**src/rtl/kp_pkg.sv**
```systemverilog
// Shared keypad definitions: column ring encoding, key-code width,
// per-frame classification and debounce FSM state types.
package kp_pkg;

  localparam int KEY_W    = 4;
  localparam int NUM_COLS = 4;
  localparam int COL_W    = 2;

  // One-hot active-low column ring; the display anode driver uses the same pattern.
  localparam logic [NUM_COLS-1:0] COL_DRV_0 = 4'b0111;
  localparam logic [NUM_COLS-1:0] COL_DRV_1 = 4'b1011;
  localparam logic [NUM_COLS-1:0] COL_DRV_2 = 4'b1101;
  localparam logic [NUM_COLS-1:0] COL_DRV_3 = 4'b1110;

  typedef enum logic [1:0] {
    CLS_NONE,
    CLS_SINGLE,
    CLS_MULTI
  } cls_e;

  typedef enum logic {
    ST_IDLE,
    ST_HELD
  } state_e;

  // Column index to active-low drive pattern.
  function automatic logic [NUM_COLS-1:0] col_drive(input logic [COL_W-1:0] idx);
    case (idx)
      2'd0:    col_drive = COL_DRV_0;
      2'd1:    col_drive = COL_DRV_1;
      2'd2:    col_drive = COL_DRV_2;
      default: col_drive = COL_DRV_3;
    endcase
  endfunction

endpackage

```
**src/rtl/sync_2ff.sv**
```systemverilog
// Two-flop synchronizer for asynchronous multi-bit level inputs.
module sync_2ff #(
  parameter int               WIDTH   = 4,
  parameter logic [WIDTH-1:0] RST_VAL = '1
) (
  input  logic             i_Clk,
  input  logic             i_Reset,
  input  logic [WIDTH-1:0] i_D,
  output logic [WIDTH-1:0] o_Q
);

  logic [WIDTH-1:0] meta_p0;

  // Stage 0 may go metastable; stage 1 is the resolved copy used downstream.
  always_ff @(posedge i_Clk or negedge i_Reset) begin
    if (!i_Reset) begin
      meta_p0 <= RST_VAL;
      o_Q     <= RST_VAL;
    end else begin
      meta_p0 <= i_D;
      o_Q     <= meta_p0;
    end
  end

endmodule

```
**src/rtl/keypad_scanner.sv**
```systemverilog
// 4x4 active-low matrix keypad scanner: drives a column ring, samples the
// rows at the end of each dwell, classifies each 4-column frame and
// debounces the result into one key code per accepted press.
module keypad_scanner
  import kp_pkg::*;
#(
  parameter int SCAN_DIV = 50000,
  parameter int DEBOUNCE = 4
) (
  input  logic             i_Clk,
  input  logic             i_Reset,
  input  logic [3:0]       i_Rows,
  output logic [3:0]       o_Cols,
  output logic [1:0]       o_Col_Sel,
  output logic [KEY_W-1:0] o_Key,
  output logic             o_Valid,
  output logic             o_Pressed
);

  localparam int PS_W  = (SCAN_DIV > 1) ? $clog2(SCAN_DIV) : 1;
  localparam int STB_W = $clog2(DEBOUNCE + 1);
  localparam logic [PS_W-1:0]  PS_LAST = PS_W'(SCAN_DIV - 1);
  localparam logic [STB_W-1:0] STB_MAX = STB_W'(DEBOUNCE);

  // Number of low bits in a row sample.
  function automatic logic [2:0] count_low(input logic [3:0] low);
    count_low = {2'b00, low[0]} + {2'b00, low[1]} + {2'b00, low[2]} + {2'b00, low[3]};
  endfunction

  // Index of the lowest set bit; only meaningful when exactly one bit is set.
  function automatic logic [1:0] low_index(input logic [3:0] low);
    if (low[0])      low_index = 2'd0;
    else if (low[1]) low_index = 2'd1;
    else if (low[2]) low_index = 2'd2;
    else             low_index = 2'd3;
  endfunction

  // Frame hit count saturates at 2: anything beyond "more than one" is MULTI.
  function automatic logic [1:0] sat_hits(input logic [1:0] acc, input logic [2:0] add);
    logic [2:0] sum;
    sum = {1'b0, acc} + add;
    sat_hits = (sum >= 3'd2) ? 2'd2 : sum[1:0];
  endfunction

  // Stable-frame counter increment, saturating at DEBOUNCE.
  function automatic logic [STB_W-1:0] sat_inc(input logic [STB_W-1:0] v);
    sat_inc = (v >= STB_MAX) ? STB_MAX : v + 1'b1;
  endfunction

  logic [3:0]       rows_p1;
  logic [PS_W-1:0]  ps_cnt;
  logic [COL_W-1:0] col_sel;
  logic             tc;

  logic [1:0]       acc_hits;
  logic [KEY_W-1:0] acc_code;
  cls_e             prev_cls;
  logic [KEY_W-1:0] prev_code;
  logic [STB_W-1:0] stable;
  state_e           state;
  logic [KEY_W-1:0] key_q;
  logic             valid_q;
  logic             pressed_q;

  logic [3:0]       row_low;
  logic [2:0]       n_low;
  logic [1:0]       frm_hits;
  logic [KEY_W-1:0] frm_code;
  cls_e             frm_cls;
  logic             frm_same;
  logic [STB_W-1:0] stb_nxt;

  sync_2ff #(
    .WIDTH  (4),
    .RST_VAL(4'b1111)
  ) u_row_sync (
    .i_Clk  (i_Clk),
    .i_Reset(i_Reset),
    .i_D    (i_Rows),
    .o_Q    (rows_p1)
  );

  assign tc = (ps_cnt == PS_LAST);

  // Dwell prescaler and column ring; the column advances on the dwell's last cycle.
  always_ff @(posedge i_Clk or negedge i_Reset) begin
    if (!i_Reset) begin
      ps_cnt  <= '0;
      col_sel <= '0;
    end else if (tc) begin
      ps_cnt  <= '0;
      col_sel <= col_sel + 1'b1;
    end else begin
      ps_cnt  <= ps_cnt + 1'b1;
    end
  end

  // Fold the current column's sample into the frame and classify it as it would close now.
  always_comb begin
    row_low  = ~rows_p1;
    n_low    = count_low(row_low);
    frm_hits = sat_hits(acc_hits, n_low);
    frm_code = acc_code;
    if (acc_hits == 2'd0 && n_low == 3'd1) frm_code = {col_sel, low_index(row_low)};
    case (frm_hits)
      2'd0:    frm_cls = CLS_NONE;
      2'd1:    frm_cls = CLS_SINGLE;
      default: frm_cls = CLS_MULTI;
    endcase
    frm_same = (frm_cls == prev_cls) && (frm_cls != CLS_SINGLE || frm_code == prev_code);
    if (frm_cls == CLS_MULTI) stb_nxt = '0;
    else if (frm_same)        stb_nxt = sat_inc(stable);
    else                      stb_nxt = STB_W'(1);
  end

  // Frame accumulator and debounce FSM; decisions are taken at the TC of column 3.
  always_ff @(posedge i_Clk or negedge i_Reset) begin
    if (!i_Reset) begin
      acc_hits  <= '0;
      acc_code  <= '0;
      prev_cls  <= CLS_NONE;
      prev_code <= '0;
      stable    <= '0;
      state     <= ST_IDLE;
      key_q     <= '0;
      valid_q   <= 1'b0;
      pressed_q <= 1'b0;
    end else begin
      valid_q <= 1'b0;
      if (tc) begin
        if (col_sel != 2'd3) begin
          acc_hits <= frm_hits;
          acc_code <= frm_code;
        end else begin
          acc_hits  <= '0;
          acc_code  <= '0;
          prev_cls  <= frm_cls;
          prev_code <= frm_code;
          stable    <= stb_nxt;
          if (frm_cls != CLS_MULTI && stb_nxt == STB_MAX) begin
            case (state)
              ST_IDLE: begin
                if (frm_cls == CLS_SINGLE) begin
                  state     <= ST_HELD;
                  key_q     <= frm_code;
                  pressed_q <= 1'b1;
                  valid_q   <= 1'b1;
                end
              end
              default: begin
                if (frm_cls == CLS_NONE) begin
                  state     <= ST_IDLE;
                  pressed_q <= 1'b0;
                end else if (frm_code != key_q) begin
                  key_q   <= frm_code;
                  valid_q <= 1'b1;
                end
              end
            endcase
          end
        end
      end
    end
  end

  assign o_Cols    = col_drive(col_sel);
  assign o_Col_Sel = col_sel;
  assign o_Key     = key_q;
  assign o_Valid   = valid_q;
  assign o_Pressed = pressed_q;

endmodule

```
**config.mk**
```make
export PLATFORM = sky130hd
export DESIGN_NAME = keypad_scanner
export DESIGN_NICKNAME = d
export VERILOG_FILES = /design/src/rtl/kp_pkg.sv /design/src/rtl/sync_2ff.sv /design/src/rtl/keypad_scanner.sv
export SDC_FILE = /design/constraint.sdc
export NUM_CORES = 1
export LEC_CHECK = 0
export ABC_CLOCK_PERIOD_IN_PS = 3300
export CORE_AREA = 2 2 104 106
export CTS_CLUSTER_DIAMETER = 30
export CTS_CLUSTER_SIZE = 30
export DETAILED_ROUTE_END_ITERATION = 7
export DIE_AREA = 0 0 106 108
export DONT_BUFFER_PORTS = 1
export GPL_TIMING_DRIVEN = 0
export PLACE_DENSITY = 0.47
export SYNTH_ARGS = -nofsm -noshare
export SYNTH_HDL_FRONTEND = slang
export SYNTH_HIERARCHICAL = 1
export SYNTH_SLANG_ARGS = --single-unit
export TNS_END_PERCENT = 20
```
**constraint.sdc**
```tcl
create_clock -name i_Clk -period 3.3 [get_ports i_Clk]
set_clock_uncertainty 0.2 [all_clocks]
set_input_delay 0.66 -clock i_Clk [delete_from_list [all_inputs] [get_ports i_Clk]]
set_output_delay 0.66 -clock i_Clk [all_outputs]
set_load 0.02 [all_outputs]
```
== Word level (Yosys, flattened, before mapping) ==
Cells that the tools add are included.

* Bits in registers: 48

* Add/subtract/negate cells: 7
* $lt $le $gt $ge: 2
* Eq/ne operators: 17
* Mux-type cells: 29
* Bitwise gates (word level): 2
* Reduce and logical (&&, ||, !) cells: 13

{| class="wikitable"
|+ Operators by type and width
! operator !! count
|-
| 4-bit 2-to-1 mux || 6
|-
| 16-bit by 1-bit adder with 16-bit output, second input constant || 1
|-
| 16-bit == test, second input constant || 1
|-
| 16-bit 2-to-1 mux || 1
|-
| 1-bit 2-to-1 mux || 13
|-
| 4-bit case mux with 3 select lines || 1
|-
| 3-bit 2-to-1 mux || 3
|-
| 2-bit zero test || 4
|-
| 2-bit 2-to-1 mux || 4
|-
| 2-bit by 1-bit == test with 1-bit output, second input constant || 3
|-
| 2-bit by 1-bit inequality test with 1-bit output, second input constant || 3
|-
| 2-bit inequality test, second input constant || 3
|-
| 6-bit AND reduction || 1
|-
| 5-bit AND reduction || 1
|-
| 2-bit == test, second input constant || 2
|-
| 4-bit == test || 1
|-
| 4-bit inequality test || 1
|-
| 4-bit inverter || 1
|-
| 2-bit case mux with 2 select lines || 1
|-
| 2-bit by 1-bit adder with 3-bit output || 1
|-
| 2-bit by 3-bit adder with 3-bit output || 1
|-
| 3-bit by 1-bit adder with 3-bit output || 1
|-
| 3-bit by 1-bit adder with 3-bit output, second input constant || 1
|-
| 3-bit by 1-bit == test with 1-bit output, second input constant || 1
|-
| other kinds (12) || 14
|}

== Depth between registers and ports, before layout ==
* Depth in word-level cells: 19
* Gate-level depth with buffers: 12

== Cells and area by module ==
The synthesis kept the hierarchy.

{| class="wikitable"
|+ Modules (own cells, without submodules)
! module !! instances !! cells each !! area an instance (µm²) !! seq. area each (µm²)
|-
| keypad_scanner || 1 || 233 || 2,324.7 || 1,001.0
|-
| sync_2ff || 1 || 8 || 210.2 || 210.2
|}

== Least setup slack after synthesis ==
No wires, ideal clock.

* Path type: register -> register
* Start point: register u_row_sync.o_Q[0]
* End point: register key_q[1] (netlist: o_Key[1])
* Setup time: 0.137 ns
* Arrival: 3.067 ns
* Slack: -0.104 ns
* Stages on the path, launching flop included: 13
* Buffers on the path: 0
* Clock period less this slack: 3.404 ns
* Cell sequence: dfstp_2 inv_1 fa_1 ha_1 ha_1 fa_1 xor2_1 nor2_1 and3b_1 nand2_1 nor3_2 o21ai_2 mux2i_1

* Longest elaborated chain between the ends: 17
* Elaborated cells between the ends (all ways): 36
* Classes of those cells: add/sub: 4; order compare: 1; eq/ne: 12; mux: 10; bitwise: 1; reduce/logical: 8

{| class="wikitable"
|+ RTL lines
! element !! RTL line !! text
|-
| from (decl) || sync_2ff.sv:9 || <nowiki>output logic [WIDTH-1:0] o_Q</nowiki>
|-
| from (signal assigned) || sync_2ff.sv:21 || <nowiki>o_Q <= meta_p0;</nowiki>
|-
| 4-bit inverter (*) || keypad_scanner.sv:100 || <nowiki>row_low = ~rows_p1;</nowiki>
|-
| 1-bit by 1-bit adder with 2-bit output || keypad_scanner.sv:27 || <nowiki>count_low = {2'b00, low[0]} + {2'b00, low[1]} + {2'b00, low[2]} + {2'b00, low[3]};</nowiki>
|-
| 2-bit by 1-bit adder with 3-bit output || keypad_scanner.sv:27 ||
|-
| 3-bit by 1-bit adder with 3-bit output || keypad_scanner.sv:27 ||
|-
| 2-bit by 3-bit adder with 3-bit output || keypad_scanner.sv:41 || <nowiki>sum = {1'b0, acc} + add;</nowiki>
|-
| 3-bit by 2-bit >= comparator with 1-bit output || keypad_scanner.sv:42 || <nowiki>sat_hits = (sum >= 3'd2) ? 2'd2 : sum[1:0];</nowiki>
|-
| 2-bit 2-to-1 mux || keypad_scanner.sv:42 ||
|-
| 2-bit by 1-bit == test with 1-bit output or 2-bit zero test (tied branches) || keypad_scanner.sv:105 || <nowiki>case (frm_hits)</nowiki>
|-
| 2-bit case mux with 2 select lines || keypad_scanner.sv:105 ||
|-
| 2-bit by 1-bit inequality test with 1-bit output || keypad_scanner.sv:110 || <nowiki>frm_same = (frm_cls == prev_cls) && (frm_cls != CLS_SINGLE || frm_code == prev_code);</nowiki>
|-
| 1-bit logical OR || keypad_scanner.sv:110 ||
|-
| 1-bit logical AND || keypad_scanner.sv:110 ||
|-
| 3-bit 2-to-1 mux || keypad_scanner.sv:112 || <nowiki>else if (frm_same) stb_nxt = sat_inc(stable);</nowiki>
|-
| 3-bit 2-to-1 mux || keypad_scanner.sv:111 || <nowiki>if (frm_cls == CLS_MULTI) stb_nxt = '0;</nowiki>
|-
| 3-bit == test || keypad_scanner.sv:140 || <nowiki>if (frm_cls != CLS_MULTI && stb_nxt == STB_MAX) begin</nowiki>
|-
| 1-bit logical AND || keypad_scanner.sv:140 ||
|-
| 6-bit AND reduction (no line) || -- ||
|-
| to (signal assigned) || keypad_scanner.sv:145 || <nowiki>key_q <= frm_code;</nowiki>
|-
| to (signal assigned) || keypad_scanner.sv:155 || <nowiki>key_q <= frm_code;</nowiki>
|-
| to (decl) || keypad_scanner.sv:61 || <nowiki>logic [KEY_W-1:0] key_q;</nowiki>
|}

Every way passes the cells marked *; elsewhere a longest branch is shown, timed or not. The select of a mux whose other input is x is not followed.
A chain may end at the register's enable or synchronous reset.

== Final worst setup path ==
* Start point: register u_row_sync.o_Q[0]
* End point: register key_q[3] (netlist: o_Key[3])

The elaborated chain is that of the path after synthesis.

==> out/metrics.cfg <==
[routing]
drc = 0
wl_met2_mm = 2.64
ant_nets = 0
via_per_inst = 4.59
top_layer = met4
vias = 1853
wl_met1_mm = 2.80
drt-pass1-iter-count = 5
dr_wl_met3_um = 240
detail_route.wl_per_cell_um = 14.3
wl_mm = 5.80
drt_iter0_drc = 87

[logic_synthesis]
syn_nets = 261
synthSimpleGateAreaFrac_pct = 16.4
synth_edf_count = 0
synth_ff_type = dfrtp_1
synth_top_family_by_area = simple AND/OR/NAND/NOR gates
syn_inst = 241
ys_async_sr_fraction_pct = 100
synthAdderAreaFrac_pct = 7.50
yosysTopAreaCell = dfrtp_1
synth_top_cell_area_share_pct = 39.5
syn-cell-area_mm2 = 0.00253
synth_area_leaders = dfrtp_1 39%, dfstp_2 8.3%, ha_1 5.9%
yosysSeqAreaShare_pct = 47.8
synth_compound_area_share_pct = 14.5
syn_avg_cell_area_um2 = 10.5
synth_warnings = 6
synthXorXnorAreaFrac_pct = 5.53
synth-seq-cells = 48
synth_mux_area_share_pct = 3.90
yosysUniqueCellTypes = 51

[critical_path]
crit_top_cell = ha_4
slowest_stage = dfstp_2
end_kind = flip-flop
slowest_delay_ns = 0.56
crit_chain = inv_2 -> fa_1 -> ha_4 -> ha_4 -> nor4_4 -> nand2_4 -> buf_8 -> mux2i_4 -> a22oi_2 -> a31oi_2 -> o21ai_2 -> mux2i_1
cp_num_buf_inv = 2
path_delay_family = adder cells
cp.required_ns = 3.33
path_max_fanout = 6
rrSetupSlack_ns = -0.1
crit_type = flip-flop to flip-flop
critPathArrivalTime_ns = 3.43
cp-start-kind = flip-flop

[hold_path]
hold_path_class = input port to flip-flop

[clock_network]
clk_pin_slew_ns = 0.10
cts-htree-levels = 2
clock_latency_ns = 0.31
cts_root_buf = clkbuf_8
cts_sinks = 48
cts_buffers = 5
cts_max_path_buffers = 2
cts_tree = yes

[floorplanning]
pin_count = 18
core_mm2 = 0.0102
die_w_um = 106
dieHeight_um = 108
start_util_pct = 24.8
rows = 37
die_area_mm2 = 0.0114

[power]
powerDensity_mw_per_mm2 = 401
power.leakage_nw = 1.31
ir_drop_v = 0.000180

[global_routing]
antenna_found_initial = 0
groute.usage.overall_pct = 10.5
grt_pass1_vias = 1893
grt_remaining_overflow = 0
grt_pass1_wl_mm = 9.49
grt_start_max_net_pins = 49

[place]
gp_congestion = 0.816
post-place-cells = 377
dpl.hpwl_mm = 3.94
io_buffers = 0

[sta]
finalSetupViolCount = 6
max_slew_margin_pct = 61.1
hold_ws_ns = 0.138
fin_ws_ns = -0.0998
report.final.slew_viol_count = 0
tightest_slew_ns = 0.584
rsz0062_at_grt = yes
finalSetupTns_ns = -0.392
fin_crit_sh_pct = 103
hold_viol_final = 0
layout_min_cycle_time_ns = 3.40
max_freq_ghz = 0.294

[finish]
drive_gt1_share_pct = 25.7
mostFrequentLayoutCell = dfrtp_1
final_nets = 287
antenna_cells = 0
finalNonFillerCells = 404
mostFrequentLayoutCells = 40 x dfrtp_1, 23 x inv_1, 21 x nand2_1
areaGrowthSynthToFinish_pct = 24.4

[outcome]
status = finished with violations
violations = setup timing

[flow_run]
cap_viol_max_count = 0

-- cell families after synthesis --
family | after synthesis
compound gates | 48
xor+xnor | 16
fa+ha+maj | 14
buf+inv | 28
flops | 48
mux | 9
simple gates | 78
-- routing by layer --
metal	track usage [%]	vias up
li1	-	896
met1	14.2	911
met2	17.2	38
met3	1.87	8
met4	3.01	0
met5	0	-
-- sequential cells by signal, indices dropped and copies added (netlist names), 3 cells and up, named ones only --
register            flops
ps_cnt                 16
prev_code               4
u_row_sync/o_Q          4
acc_code                4
stable                  3
o_Key                   4
u_row_sync/meta_p0      4
-- stage by stage --
stage	util (%)	power (mW)	worst slack (ns)	area [um^2]
after detailed placement	26.7	0.730	-0.270	2730
final	30.8	1.26	-0.0998	3150
after global routing	30.8	1.32	-0.241	3150
after global placement	26.7	0.730	-0.262	2730
after CTS	30.3	1.26	-0.0621	3100
after floorplan	-	0.708	0.0355	2560
-- final cells by class --
class                   instances  area, um^2
fillers                      1020        7080
multi-input cells             165        1370
flip-flops and latches         48        1210
well taps                     136         170
repair buffers                 19         169
inverters                      24        90.1
clock buffers                   5        68.8
clock inverters                 3        50.0
plain buffers                   4        26.3
-- synth_stat cells, drive strengths merged, types with 2 or more instances --
cell type  instances
dfrtp             40
inv               24
nand2             24
nor2              19
o21ai             13
ha                12
nand3             10
xor2              10
dfstp              8
mux2i              8
a21oi              7
xnor2              6
a22oi              5
and3               5
o22ai              5
nand2b             4
nor3               4
o31ai              4
clkbuf             3
o221ai             3
a222oi             2
a31oi              2
fa                 2
nand4              2
or3                2
-- worst paths after layout --
path,start,end,cells after the start
min in group asynchronous,i_Reset,ps_cnt[2],2
max in group asynchronous,i_Reset,u_row_sync/meta_p0[3],2
setup reg to reg,u_row_sync/o_Q[0],o_Key[3],12
hold reg to reg,u_row_sync/meta_p0[3],u_row_sync/o_Q[3],0
hold / removal,i_Rows[3],u_row_sync/meta_p0[3],0
setup / recovery,u_row_sync/o_Q[0],o_Key[3],12
-- where the power goes --
group | switching (mW) | total, mW | internal [mW]
combinational | 0.111 | 0.208 | 0.0964
clock | 0.223 | 0.457 | 0.234
sequential | 0.00187 | 0.599 | 0.597
-- what timing repair did --
| action | CTS | global route |
|---|---|---|
| buffers inserted | 15 | 2 |
| setup endpoints to repair | 10 | 10 |
| pin swaps | 11 | 5 |
| hold buffers | 2 | 0 |
| endpoints found under the hold margin | 48 | 0 |
| resized for setup | 19 | 7 |
Power figures use the tool's default switching activity.
==> RTL edit 1 (config.mk and constraints unchanged) <==
The 3 values of `cls_e` get a one-hot encoding in 3 bits.
--- a/src/rtl/kp_pkg.sv
+++ b/src/rtl/kp_pkg.sv
@@ -12,10 +12,10 @@
   localparam logic [NUM_COLS-1:0] COL_DRV_2 = 4'b1101;
   localparam logic [NUM_COLS-1:0] COL_DRV_3 = 4'b1110;
 
-  typedef enum logic [1:0] {
-    CLS_NONE,
-    CLS_SINGLE,
-    CLS_MULTI
+  typedef enum logic [2:0] {
+    CLS_NONE   = 3'b001,
+    CLS_SINGLE = 3'b010,
+    CLS_MULTI  = 3'b100
   } cls_e;
 
   typedef enum logic {
Behaviour: same outputs for any inputs over 10 cycles, from zero or initial values and one cycle with i_Reset low; not proved beyond that.
==> RTL edit 1 against the original RTL <==
The run still ends with negative setup slack left; sequential cell count grew 1; clock power is 21% lower; total power is 12% lower; synthesized cell count increased by 2.1%; final area is 6.3% lower; worst setup slack lost 470 ps; wire length is 9.1% lower; area after synthesis down 1.3%; sequential power is 2% higher; critical path depth increased by 1; critical endpoint unchanged; highest routed layer unchanged.
==> RTL edit 1: results (changes against the original RTL) <==
[place]
gp_congestion = 0.7506  ; was 0.8157
dpl_cell_area_um2 = 2706  ; was 2733 um^2
dp_slack_ps = -704.6  ; was -270.1 ps
dp.cells = 382  ; was 377
hpwl_um = 3649  ; was 3937 um

[timing]
finalWorstSetupSlack_ps = -565.2  ; was -99.77 ps
whs_ps = 138.2  ; was 138.1 ps
finalSetupViolations = 10  ; was 6
fin_tns_setup_ps = -4364  ; was -391.8 ps

[logic_synthesis]
synth.area.top_cells = dfrtp_1 (40%), dfstp_2 (9.5%), ha_1 (6.0%)  ; was dfrtp_1 (39%), dfstp_2 (8.3%), ha_1 (5.9%)
synth_cell_types = 46  ; was 51
synthTopCellsByCount = dfrtp_1 (40), nand2_1 (31), inv_1 (22)  ; was dfrtp_1 (40), inv_1 (24), nand2_1 (23)
synth-seq-area-share_pct = 49.47  ; was 47.78%
syn_nets = 266  ; was 261

[detailed_routing]
vias_per_cell = 4.484  ; was 4.587
drt-initial-drc-count = 74  ; was 87
vias = 1789  ; was 1853

[setup_path]
cp_max_fo = 4  ; was 6
arrival_ps = 3850  ; was 3430 ps
r2r-start = u_row_sync/o_Q[3]$_DFF_PN1_  ; was u_row_sync/o_Q[0]$_DFF_PN1_
reg2reg_depth = 13  ; was 12
slowest_stage = fa_1  ; was dfstp_2
critPathMaxStageDelay_ps = 580  ; was 560 ps

[global_route]
grt_pass1_wl_um = 9218  ; was 9487 um
grt_start_max_net_pins = 50  ; was 49
grt_util_all_layers_pct = 10.08  ; was 10.46%
met1_usage_pct = 13.53  ; was 14.19%

[status]
status = finished, violations left  ; unchanged
violations = negative setup slack  ; unchanged

[final_layout]
drive_above_1_share_pct = 18.25  ; was 25.75%
nets = 282  ; was 287

[power_and_ir_drop]
p_leak_nw = 1.269  ; was 1.312 nW

-- RTL edit 1: changes by cell type after synthesis, moves of 3 or more --
| cell | delta |
|---|---|
| a21oi_1 | -4 |
| a22oi_1 | -5 |
| nand2_1 | +8 |
| nor2_1 | -3 |
| nor3_1 | +5 |
| nor4_1 | +4 |
| o21ai_0 | +8 |
| o21ai_1 | -5 |
-- RTL edit 1: cell families after synthesis --
logic type | count (synthesis) | synth area share [%]
AND/OR/NAND/NOR | 91 | 18.76
flip-flops | 49 | 49.47
buffers and inverters | 26 | 3.952
AO/OA/AOI/OAI | 40 | 10.56
multiplexers | 9 | 3.702
adder cells (fa/ha/maj) | 14 | 7.604
XOR/XNOR | 17 | 5.953
-- RTL edit 1: worst max path at each step --
| stage | start | end | slack (ps) | cells after the start |
|---|---|---|---|---|
| 2_1_floorplan | u_row_sync/o_Q[3]$_DFF_PN1_ | o_Key[2]$_DFFE_PN0P_ | -490 | 13 |
| 3_3_place_gp | u_row_sync/o_Q[0]$_DFF_PN1_ | o_Key[3]$_DFFE_PN0P_ | -670 | 13 |
| 3_5_place_dp | u_row_sync/o_Q[3]$_DFF_PN1_ | o_Key[3]$_DFFE_PN0P_ | -700 | 13 |
| 4_1_cts | u_row_sync/o_Q[0]$_DFF_PN1_ | o_Key[3]$_DFFE_PN0P_ | -580 | 13 |
| 5_1_grt | u_row_sync/o_Q[3]$_DFF_PN1_ | o_Key[3]$_DFFE_PN0P_ | -690 | 13 |
| 6_report | u_row_sync/o_Q[3]$_DFF_PN1_ | o_Key[3]$_DFFE_PN0P_ | -570 | 13 |
-- RTL edit 1: power by group --
part | internal (mW) | total, mW | switching [mW] | leakage [nW]
Combinational | 0.0620 | 0.134 | 0.0717 | 0.586
Sequential | 0.609 | 0.611 | 0.00205 | 0.639
Clock | 0.151 | 0.363 | 0.213 | 0.0445
-- RTL edit 1: per-layer routing --
metal  vias up  wire [um]
li1        883          -
met1       870       2566
met2        27       2372
met3         9        232
met4         0         99
met5         -          0
-- RTL edit 1: worst register-to-register path, cell delays in order, from the launching register on --
cell     delay [ps]
dfstp_2         540
inv_2            30
fa_1            580
ha_4            230
ha_4            160
fa_2            330
xor2_1          150
or2_4           240
or4_4           440
nor3_2          190
a31oi_2          60
or3_1           330
buf_6           140
mux2i_1         110
-- RTL edit 1: area by class of cell --
cell class                      instances  area (um^2)
Timing Repair Buffer                   10        105.1
Inverter                               22        82.58
Multi-Input combinational cell        171         1250
Buffer                                  3        18.77
Clock buffer                            5        68.82
Clock inverter                          3        21.27
Sequential cell                        49         1237
Tap cell                              136        170.2
Fill cell                            1063         7277
-- RTL edit 1: repair_timing --
action,CTS,global route
setup endpoints to repair,10,10
endpoints found under the hold margin,49,0
hold buffers,2,0
setup buffers,8,0
pin swaps,5,1
resized for setup,15,1
==> RTL edit 2 (same flow settings) <==
Without the edit above. `DEBOUNCE`: 4 -> 2.
--- a/src/rtl/keypad_scanner.sv
+++ b/src/rtl/keypad_scanner.sv
@@ -5,7 +5,7 @@
   import kp_pkg::*;
 #(
   parameter int SCAN_DIV = 50000,
-  parameter int DEBOUNCE = 4
+  parameter int DEBOUNCE = 2
 ) (
   input  logic             i_Clk,
   input  logic             i_Reset,
Behaviour: no difference found for any inputs over 10 cycles, from zero or initial values and one cycle with i_Reset low; that may be too few to reach the edited logic, so the function may still have changed.
==> RTL edit 2 against the original RTL <==
The flow still finishes with violations (negative setup slack); worst setup slack worse by 150 ps; synthesized cell count shrank 7.5%; sequential power down 2%; final area down 6.9%; via count down 7.9%; largest cell class unchanged; wire length down 11%; highest routed layer unchanged; total power fell by 11%; sequential cell count shrank 1; area after synthesis decreased by 7.0%; critical path depth did not move; worst hold slack gained 20 ps.
==> RTL edit 2: results (changes against the original RTL) <==
[setup_path]
critPathMaxStageDelay_ps = 540  ; was 560 ps
arrival_ps = 3580  ; was 3430 ps

[status]
status = finished, violations left  ; unchanged
violations = negative setup slack  ; unchanged

[logic_synthesis]
syn_nets = 241  ; was 261
synth-seq-area-share_pct = 50.32  ; was 47.78%
yosys.area_share.adder_pct = 7.006  ; was 7.502%
synth.area.top_cells = dfrtp_1 (41%), dfstp_2 (8.9%), ha_1 (5.3%)  ; was dfrtp_1 (39%), dfstp_2 (8.3%), ha_1 (5.9%)
synth_compound_area_share_pct = 13.38  ; was 14.46%
synth.avg_cell_area_um2 = 10.57  ; was 10.52 um^2
synth_cell_types = 45  ; was 51
post_synth_mux_area_share_pct = 3.397  ; was 3.899%

[final_layout]
drive_above_1_share_pct = 24.60  ; was 25.75%

[global_route]
grt_pass1_wl_um = 8783  ; was 9487 um
grt_util_all_layers_pct = 9.669  ; was 10.46%
grt_pass1_vias = 1741  ; was 1893
grt_start_max_net_pins = 48  ; was 49

[place]
dpl_cell_area_um2 = 2565  ; was 2733 um^2
hpwl_um = 3499  ; was 3937 um
gp_congestion = 0.7836  ; was 0.8157

[detailed_routing]
wl_um = 5171  ; was 5796 um
vias_per_cell = 4.443  ; was 4.587

[worst_hold_path]
min_to = u_row_sync/o_Q[1]$_DFF_PN1_  ; was u_row_sync/meta_p0[3]$_DFF_PN1_

[timing]
finalSetupViolations = 9  ; was 6
whs_ps = 157.9  ; was 138.1 ps
finalWorstSetupSlack_ps = -252.6  ; was -99.77 ps

[power_and_ir_drop]
p_leak_nw = 1.215  ; was 1.312 nW

==> RTL edit 2: cell types whose count changed after synthesis, moves of 3 or more <==
cell	delta
o21ai_1	-5
nor2_1	-6
nor4_1	+4
o21ai_0	+4
and3_1	-3
==> RTL edit 2: per-layer routing <==
metal | vias up | part of all wire (%) | track usage, %
met1 | 841 | 47 | 13.10
met3 | 4 | 4.4 | 2.712
met4 | 0 | 1.3 | 3.102
met5 | - | 0 | 0
met2 | 34 | 47 | 14.98
li1 | 827 | - | -
==> RTL edit 2: final cells by class <==
cell class              count  area [um^2]
well taps                 136        170.2
clock buffers               6        82.58
clock inverters             1        5.005
inverters                  24        90.09
repair buffers             17        150.1
fillers                  1051         7297
plain buffers               5        22.52
flip-flops and latches     47         1186
multi-input cells         148         1227
==> RTL edit 2: report_power, final <==
part | switching (mW) | total (mW) | internal [mW] | leakage, nW
Clock | 0.190 | 0.355 | 0.165 | 0.0470
Sequential | 0.00201 | 0.586 | 0.584 | 0.615
Combinational | 0.0952 | 0.180 | 0.0847 | 0.553
Total | 0.287 | 1.12 | 0.834 | 1.22
==> RTL edit 2: worst max-delay path by stage <==
stage | to | slack [ps]
6_report | o_Key[1]$_DFFE_PN0P_ | -250
5_1_grt | o_Key[3]$_DFFE_PN0P_ | -410
4_1_cts | o_Key[1]$_DFFE_PN0P_ | -290
3_5_place_dp | o_Key[1]$_DFFE_PN0P_ | -610
3_3_place_gp | o_Key[0]$_DFFE_PN0P_ | -580
2_1_floorplan | o_Key[0]$_DFFE_PN0P_ | -160
==> RTL edit 2: repair_timing <==
action,4_1_cts,5_1_grt
setup endpoints to repair,9,9
resized for setup,15,11
hold buffers,1,1
pin swaps,9,10
hold endpoints to repair,47,10
setup buffers,7,8
gates cloned,1,0
